[src/rtl/line_fetch_if.sv]
// Instruction-memory read channel between line_fetch (master) and the memory (slave).
// req/gnt handshake for the request, rvld/rdata/rerr for the in-order response.
interface line_fetch_if #(
  parameter int unsigned XLEN    = 32,
  parameter int unsigned BUS_WID = 64
);
  logic               imem_req;
  logic [XLEN-1:0]    imem_addr;
  logic               imem_gnt;
  logic               imem_rvld;
  logic [BUS_WID-1:0] imem_rdata;
  logic               imem_rerr;

  modport master (
    output imem_req, imem_addr,
    input  imem_gnt, imem_rvld, imem_rdata, imem_rerr
  );

  modport slave (
    input  imem_req, imem_addr,
    output imem_gnt, imem_rvld, imem_rdata, imem_rerr
  );
endinterface

[src/rtl/line_fetch.sv]
// Line-aligned instruction fetcher: one outstanding request, one-cycle line_vld per returned
// line, buffer_free back-pressure, jump redirect with stale-response dropping.
module line_fetch #(
  parameter int unsigned     XLEN     = 32,
  parameter int unsigned     BUS_WID  = 64,
  parameter logic [XLEN-1:0] RESET_PC = '0
) (
  input  logic               clk,
  input  logic               rst,
  input  logic               jump_vld,
  input  logic [XLEN-1:0]    jump_pc,
  input  logic               buffer_free,
  line_fetch_if.master       imem,
  output logic               line_vld,
  output logic [BUS_WID-1:0] line_data,
  output logic               line_err
);
  localparam int unsigned     LB        = BUS_WID / 8;
  localparam logic [XLEN-1:0] LINE_MASK = ~(XLEN'(LB - 1));
  localparam logic [XLEN-1:0] LINE_STEP = XLEN'(LB);

  typedef enum logic [1:0] {IDLE, REQ, WAIT, DROP} state_t;

  state_t          state;
  logic [XLEN-1:0] fetch_pc;
  logic [XLEN-1:0] req_addr;
  logic            stale;
  logic            issue;

  // Issue is combinational so a same-cycle grant can skip REQ entirely.
  assign issue          = rst && (state == IDLE) && buffer_free && !line_vld && !jump_vld;
  assign imem.imem_req  = issue || (state == REQ);
  assign imem.imem_addr = (state == IDLE) ? (fetch_pc & LINE_MASK) : req_addr;

  always_ff @(posedge clk) begin
    if (!rst) begin
      state     <= IDLE;
      fetch_pc  <= RESET_PC;
      req_addr  <= RESET_PC & LINE_MASK;
      stale     <= 1'b0;
      line_vld  <= 1'b0;
      line_data <= '0;
      line_err  <= 1'b0;
    end else begin
      line_vld <= 1'b0;
      if (jump_vld) fetch_pc <= jump_pc;
      case (state)
        IDLE: begin
          if (issue) begin
            req_addr <= fetch_pc & LINE_MASK;
            stale    <= 1'b0;
            state    <= imem.imem_gnt ? WAIT : REQ;
          end
        end
        REQ: begin
          if (jump_vld) stale <= 1'b1;
          if (imem.imem_gnt) begin
            stale <= 1'b0;
            state <= (jump_vld || stale) ? DROP : WAIT;
          end
        end
        WAIT: begin
          if (imem.imem_rvld) begin
            if (!jump_vld) begin
              line_vld  <= 1'b1;
              line_data <= imem.imem_rdata;
              line_err  <= imem.imem_rerr;
              fetch_pc  <= (fetch_pc & LINE_MASK) + LINE_STEP;
            end
            state <= IDLE;
          end else if (jump_vld) begin
            state <= DROP;
          end
        end
        DROP: begin
          // A jump coinciding with the stale response still retires it; waiting on would hang.
          if (imem.imem_rvld) state <= IDLE;
        end
        default: state <= IDLE;
      endcase
    end
  end
endmodule
[src/flat_wrapper.sv]
// flat-port wrapper written by rule: the top's interface ports become plain ports
module line_fetch_flat 
#(
  parameter int unsigned     XLEN     = 32,
  parameter int unsigned     BUS_WID  = 64,
  parameter logic [XLEN-1:0] RESET_PC = '0
)
  (clk, rst, jump_vld, jump_pc, buffer_free, line_vld, line_data, line_err, imem_imem_req, imem_imem_addr, imem_imem_gnt, imem_imem_rvld, imem_imem_rdata, imem_imem_rerr);
  line_fetch_if #(.XLEN(XLEN), .BUS_WID(BUS_WID)) imem_i ();
  input  logic clk;
  input  logic rst;
  input  logic jump_vld;
  input  logic [XLEN-1:0] jump_pc;
  input  logic buffer_free;
  output logic line_vld;
  output logic [BUS_WID-1:0] line_data;
  output logic line_err;
  output wire logic [$bits(imem_i.imem_req)-1:0] imem_imem_req;
  output wire logic [$bits(imem_i.imem_addr)-1:0] imem_imem_addr;
  input wire logic [$bits(imem_i.imem_gnt)-1:0] imem_imem_gnt;
  input wire logic [$bits(imem_i.imem_rvld)-1:0] imem_imem_rvld;
  input wire logic [$bits(imem_i.imem_rdata)-1:0] imem_imem_rdata;
  input wire logic [$bits(imem_i.imem_rerr)-1:0] imem_imem_rerr;
  assign imem_imem_req = imem_i.imem_req;
  assign imem_imem_addr = imem_i.imem_addr;
  assign imem_i.imem_gnt = imem_imem_gnt;
  assign imem_i.imem_rvld = imem_imem_rvld;
  assign imem_i.imem_rdata = imem_imem_rdata;
  assign imem_i.imem_rerr = imem_imem_rerr;
  line_fetch #(.XLEN(XLEN), .BUS_WID(BUS_WID), .RESET_PC(RESET_PC)) u_core (.clk(clk), .rst(rst), .jump_vld(jump_vld), .jump_pc(jump_pc), .buffer_free(buffer_free), .imem(imem_i), .line_vld(line_vld), .line_data(line_data), .line_err(line_err));
endmodule
[config.mk]
export PLATFORM = sky130hd
export DESIGN_NAME = line_fetch_flat
export DESIGN_NICKNAME = d
export VERILOG_FILES = /design/src/rtl/line_fetch_if.sv /design/src/rtl/line_fetch.sv /design/src/flat_wrapper.sv
export SDC_FILE = /design/constraint.sdc
export NUM_CORES = 1
export LEC_CHECK = 0
export BUFFER_PORTS_ARGS = -buffer_cell sky130_fd_sc_hd__buf_2
export CORE_MARGIN = 3
export CORE_UTILIZATION = 40
export CTS_CLUSTER_DIAMETER = 60
export DETAILED_ROUTE_END_ITERATION = 8
export HOLD_SLACK_MARGIN = 0.03
export PLACE_DENSITY_LB_ADDON = 0.08
export SYNTH_ARGS = -nofsm -noshare
export SYNTH_HDL_FRONTEND = slang
export SYNTH_SLANG_ARGS = --single-unit
[constraint.sdc]
create_clock -name clk -period 3 [get_ports clk]
set_clock_uncertainty 0.15 [all_clocks]
set_input_delay 0.15 -clock clk [delete_from_list [all_inputs] [get_ports clk]]
set_output_delay 0.15 -clock clk [all_outputs]
set_load 0.02 [all_outputs]
; Yosys cells after proc, flatten, opt, wreduce, memory -nomap -nowiden
; Cells that the tools add are included.
[word_totals]
regBits = 130
inputBits = 103
out_inout_bits = 99
[classes]
bitwise_logic = 1
mux = 18
n_eq_ne = 8
n_reduce_logical = 15
addsub = 1
[ops]
columns = cell, n
row1 = 2-to-1 mux 32 bit, 5
row2 = adder 32 x 4 -> 32 bit (second input constant), 1
row3 = 2-to-1 mux 2 bit, 6
row4 = AND reduction 3 bit, 3
row5 = case mux 2 bit (4 select lines), 1
row6 = inequality test 3 bit (second input constant), 2
row7 = 2-to-1 mux 1 bit, 5
row8 = == test 2 bit (second input constant), 2
row9 = logical AND 1 bit, 4
row10 = inequality test 2 bit (second input constant), 2
row11 = AND reduction 4 bit, 1
row12 = == test 2 x 1 -> 1 bit (second input constant), 1
row13 = zero test 1 bit, 2
row14 = zero test 2 bit, 1
row15 = logical OR 1 bit, 2
row16 = inequality test 2 x 1 -> 1 bit (second input constant), 1
row17 = case mux 1 bit (2 select lines), 1
row18 = AND reduction 2 bit, 1
row19 = nonzero test 2 bit, 1
row20 = NOT 1 bit, 1

; Logic depth before layout (Yosys ltp)
[depth]
depth_word = 7
ltp_mapped = 8

; Worst setup path after synthesis
; No wires, ideal clock.
[synth_timing]
path_type = reg2reg
startpoint = register u_core.fetch_pc[7]
endpoint = register u_core.fetch_pc[30]
slack_ns = 1.013
arrival_time_ns = 1.710
period_less_slack_ns = 1.987
required_ns = 2.723
stages_incl_launch_ff = 5
cell_sequence = dfxtp_1 -> nand4_4 -> or4_4 -> a32o_1 -> or3b_1
[synth_via]
elab_chain_cells = 4
[synth_lines]
columns = element, line
row1 = "start, declared", line_fetch.sv:25  ; logic [XLEN-1:0] fetch_pc;
row2 = "start signal, assigned", line_fetch.sv:46  ; if (jump_vld) fetch_pc <= jump_pc;
row3 = "start signal, assigned", line_fetch.sv:68  ; fetch_pc <= (fetch_pc & LINE_MASK) + LINE_STEP;
row4 = adder 32 x 4 -> 32 bit, line_fetch.sv:68
row5 = 2-to-1 mux 32 bit, line_fetch.sv:64  ; if (!jump_vld) begin
row6 = 2-to-1 mux 32 bit, line_fetch.sv:63  ; if (imem.imem_rvld) begin
row7 = 2-to-1 mux 32 bit, line_fetch.sv:47  ; case (state)
; Every way passes these cells.
; A chain may end at the register's enable or synchronous reset.

; Worst setup path in the final report
[layout_timing]
startpoint = register u_core.fetch_pc[11]
endpoint = register u_core.fetch_pc[31]
; The elaborated chain is that of the path after synthesis.

==> metrics.md <==
| Metric | Value |
|---|---|
| CTS buffer count | `17` |
| CTS tree | `yes` |
| Largest net degree at the start of global routing | `66` |
| Area Overhead vs Synth | `46.7%` |
| Final min period | `2.25 ns` |
| Hold WS | `~0.055 ns` |
| Initial DRC Count | `318` |
| Leak | `3.36 nW` |
| Initial antenna violation count | `0` |
| Psw | `0.00107 W` |
| Remaining antenna violation count | `0` |
| Tcrit/Tclk final | `0.751` |
| Synth warnings | `0` |
| Peak supply drop | `roughly 0.38 mV` |
| WP data arrival | `2.44 ns` |
| Post-route setup TNS | `0 ns` |
| Longest Clk Path Bufs | `2` |
| Port buffer count | `approximately 200` |
| Final nets | `1067` |
| I/O pin total | `202` |
| Worst setup SP type | `flop` |
| Commonest non-fill, non-tap cell in the layout | `nand2_1` |
| GRT Total Usage | `0.225` |
| CP required | `3.19 ns` |
| Crit path kind | `flop to flop` |
| Clock sink count | `approximately 130` |
| Run status | `complete, no violations` |
| Relative slew slack | `0.554` |
| Core ar. | `13500 um2` |
| Worst-Skew Late Latency | `0.41 ns` |
| Achievable Freq | `444 MHz` |
| WL/cell | `roughly 15 um` |
| Final setup fails | `0` |
| Placer Congestion | `0.798` |
| Ant diodes | `0` |
| PwrDens | `532 nW/um2` |
| # rows | `42` |
| Design Power | `0.00436 W` |
| Layout cells sized above 1 | `0.284` |
| H-tree Lvls | `4` |
| Clock slew at reported path FFs | `0.06 ns` |
| Via count | `between 5000 and 6000` |
| Vias per cell | `between 5 and 6` |
| #FFs+latches synth | `127` |
| Drt drc | `0` |
| Slew Viols, Final | `0` |
| Leading cell types in the layout, fill and taps excluded | `nand2_1, buf_2, dfxtp_1, a21oi_1, dlygate4sd3_1` |
| Final count of hold timing violations | `0` |
| Total gr overflow | `0` |
| Mapped cell area | `5580 um2` |
| EDFF count, synth | `0` |
| Max FO, Critical Path | `14` |
| Synth async-reset ratio | `0` |
| First-pass GRT wire length | `27.5 mm` |
| Clock power share | `0.466` |
| DRT Pass-1 Iters | `4` |
| Worst-Margin Slew | `0.669 ns` |
| Syn avg cell area | `8.06 um2` |
| Sequential area share after synthesis | `0.456` |
| Chip Height | `between 100 and 150 um` |
| Seq pwr share | `0.413` |
| CP Capture Type | `flop` |
| Switching Fraction | `0.246` |
| Initial core utilization | `0.415` |
| Post-Synthesis Cells | `692` |
| Ys flop type | `dfxtp_1` |
| Yosys cell types | `56` |
| Number of max-cap violations | `0` |
| Internal power | `0.00328 W` |
| Die area | `15400 um2` |
| HPWL Detailed | `10.9 mm` |
| Total routed wirelength | `17.4 mm` |
| Root buf cell | `clkbuf_16` |
| RSZ-0062 raised after global routing | `false` |
| Hold Crit Class | `primary input to flop` |
| Comb pwr share | `0.121` |
| Vias in the first global route | `5693` |
| Filler cells | `1194` |
| Die X | `between 100 and 150 um` |
==> per-stage QoR <==
step	cell area, um2	setup slack (ns)	instances	util
after floorplan	5590	1.01	694	-
after global routing	8180	0.638	1152	0.608
after global placement	6610	0.827	1022	0.492
after CTS	8180	0.783	1152	0.608
after detailed placement	6610	0.796	1022	0.492
final	8180	0.747	1152	0.608
==> final timing paths <==
check | to | from | cells past startpoint | slack (ns)
setup / recovery | u_core.fetch_pc[31] | u_core.fetch_pc[11] | 4 | 0.75
setup reg to reg | u_core.fetch_pc[31] | u_core.fetch_pc[11] | 4 | 0.75
hold reg to reg | u_core.line_data[35] | u_core.line_data[35] | 2 | 0.30
hold / removal | u_core.fetch_pc[7] | rst | 3 | 0.05
==> final cells by class <==
type                            instances  area [um2]  area share
Multi-Input combinational cell        505        2750       0.336
Sequential cell                       127        2540       0.311
Timing Repair Buffer                  304        2050       0.251
Clock buffer                           22         474      0.0580
Tap cell                              176         220      0.0269
Clock inverter                         10         111      0.0136
Inverter                                8        30.0     0.00367
==> power groups by stage <==
stage,sequential (W),clock [W],combinational (W)
after floorplan,0.00182,0,0.000274
after global placement,0.00183,0,0.000422
after detailed placement,0.00183,0,0.000427
after CTS,0.00180,0.00207,0.000528
after global routing,0.00181,0.00214,0.000573
final,0.00180,0.00203,0.000528
==> worst max-delay path: stages (launching register included) <==
cell     delay [ns]
dfxtp_1        0.54
nand3_1        0.17
or4_4          0.61
or4_1          0.54
a31oi_1        0.16
==> state kept, by name (all words and copies together), names as in the netlist <==
register and cells:
u_core.fetch_pc 29, u_core.line_data 64, u_core.line_err 1, u_core.line_vld 1
u_core.req_addr 29, u_core.stale 1, u_core.state 2
==> what timing repair did <==
action | in CTS | in global routing
resized for setup | 0 | 0
setup endpoints to repair | 0 | 0
buffers inserted | 0 | 0
hold endpoints to repair | 97 | 0
hold buffers | 98 | 0
==> cell usage after synthesis (2+ instances only) <==
cell type / count / area (um2)
nand2_1: 210 / 788
dfxtp_1: 127 / 2540
a21oi_1: 103 / 515
clkbuf_1: 39 / 146
mux2_2: 29 / 327
o21ai_0: 24 / 120
nor2_1: 14 / 52.6
nand3_1: 13 / 65.1
a31oi_1: 11 / 68.8
or4_1: 10 / 75.1
xnor2_1: 9 / 78.8
nand4_1: 8 / 50.1
inv_1: 7 / 26.3
nor3_1: 6 / 30.0
o31ai_1: 6 / 45.0
buf_6: 5 / 56.3
nor4_1: 5 / 31.3
or3_1: 5 / 31.3
and3_1: 4 / 25.0
buf_2: 4 / 20.0
a211oi_1: 3 / 22.5
a311oi_1: 3 / 26.3
buf_4: 3 / 22.5
or4_4: 3 / 33.8
a21o_1: 2 / 15.0
a32o_1: 2 / 20.0
and4_1: 2 / 17.5
mux2i_1: 2 / 20.0
nand2_2: 2 / 12.5
nor2b_1: 2 / 12.5
o211ai_1: 2 / 15.0
o21ai_1: 2 / 10.0
o41a_1: 2 / 22.5
==> per-layer routing <==
metal	global-route usage	vias to the layer above	share of wire	routed length [um]
met1	0.271	2695	0.43	7400
met3	0.0640	32	0.066	1150
met4	0.106	0	0.027	461
li1	-	2925	-	-
met5	0	-	0	0
met2	0.371	193	0.48	8370
==> cells by family (layout without fill, tap and decap cells) <==
logic type | Yosys count | after routing | synth area share
AOI/OAI and AO/OA | 164 | 164 | 0.165
xor gates and xnor gates | 10 | 10 | 0.0157
adders and majority gates | 1 | 1 | 0.00224
buffers and inverters | 62 | 344 | 0.0561
DFF | 127 | 127 | 0.456
muxes | 31 | 31 | 0.0621
other | 1 | 3 | 0.000672
and+or+nand+nor | 296 | 296 | 0.243
No activity file was read; power rests on OpenSTA's default activity.
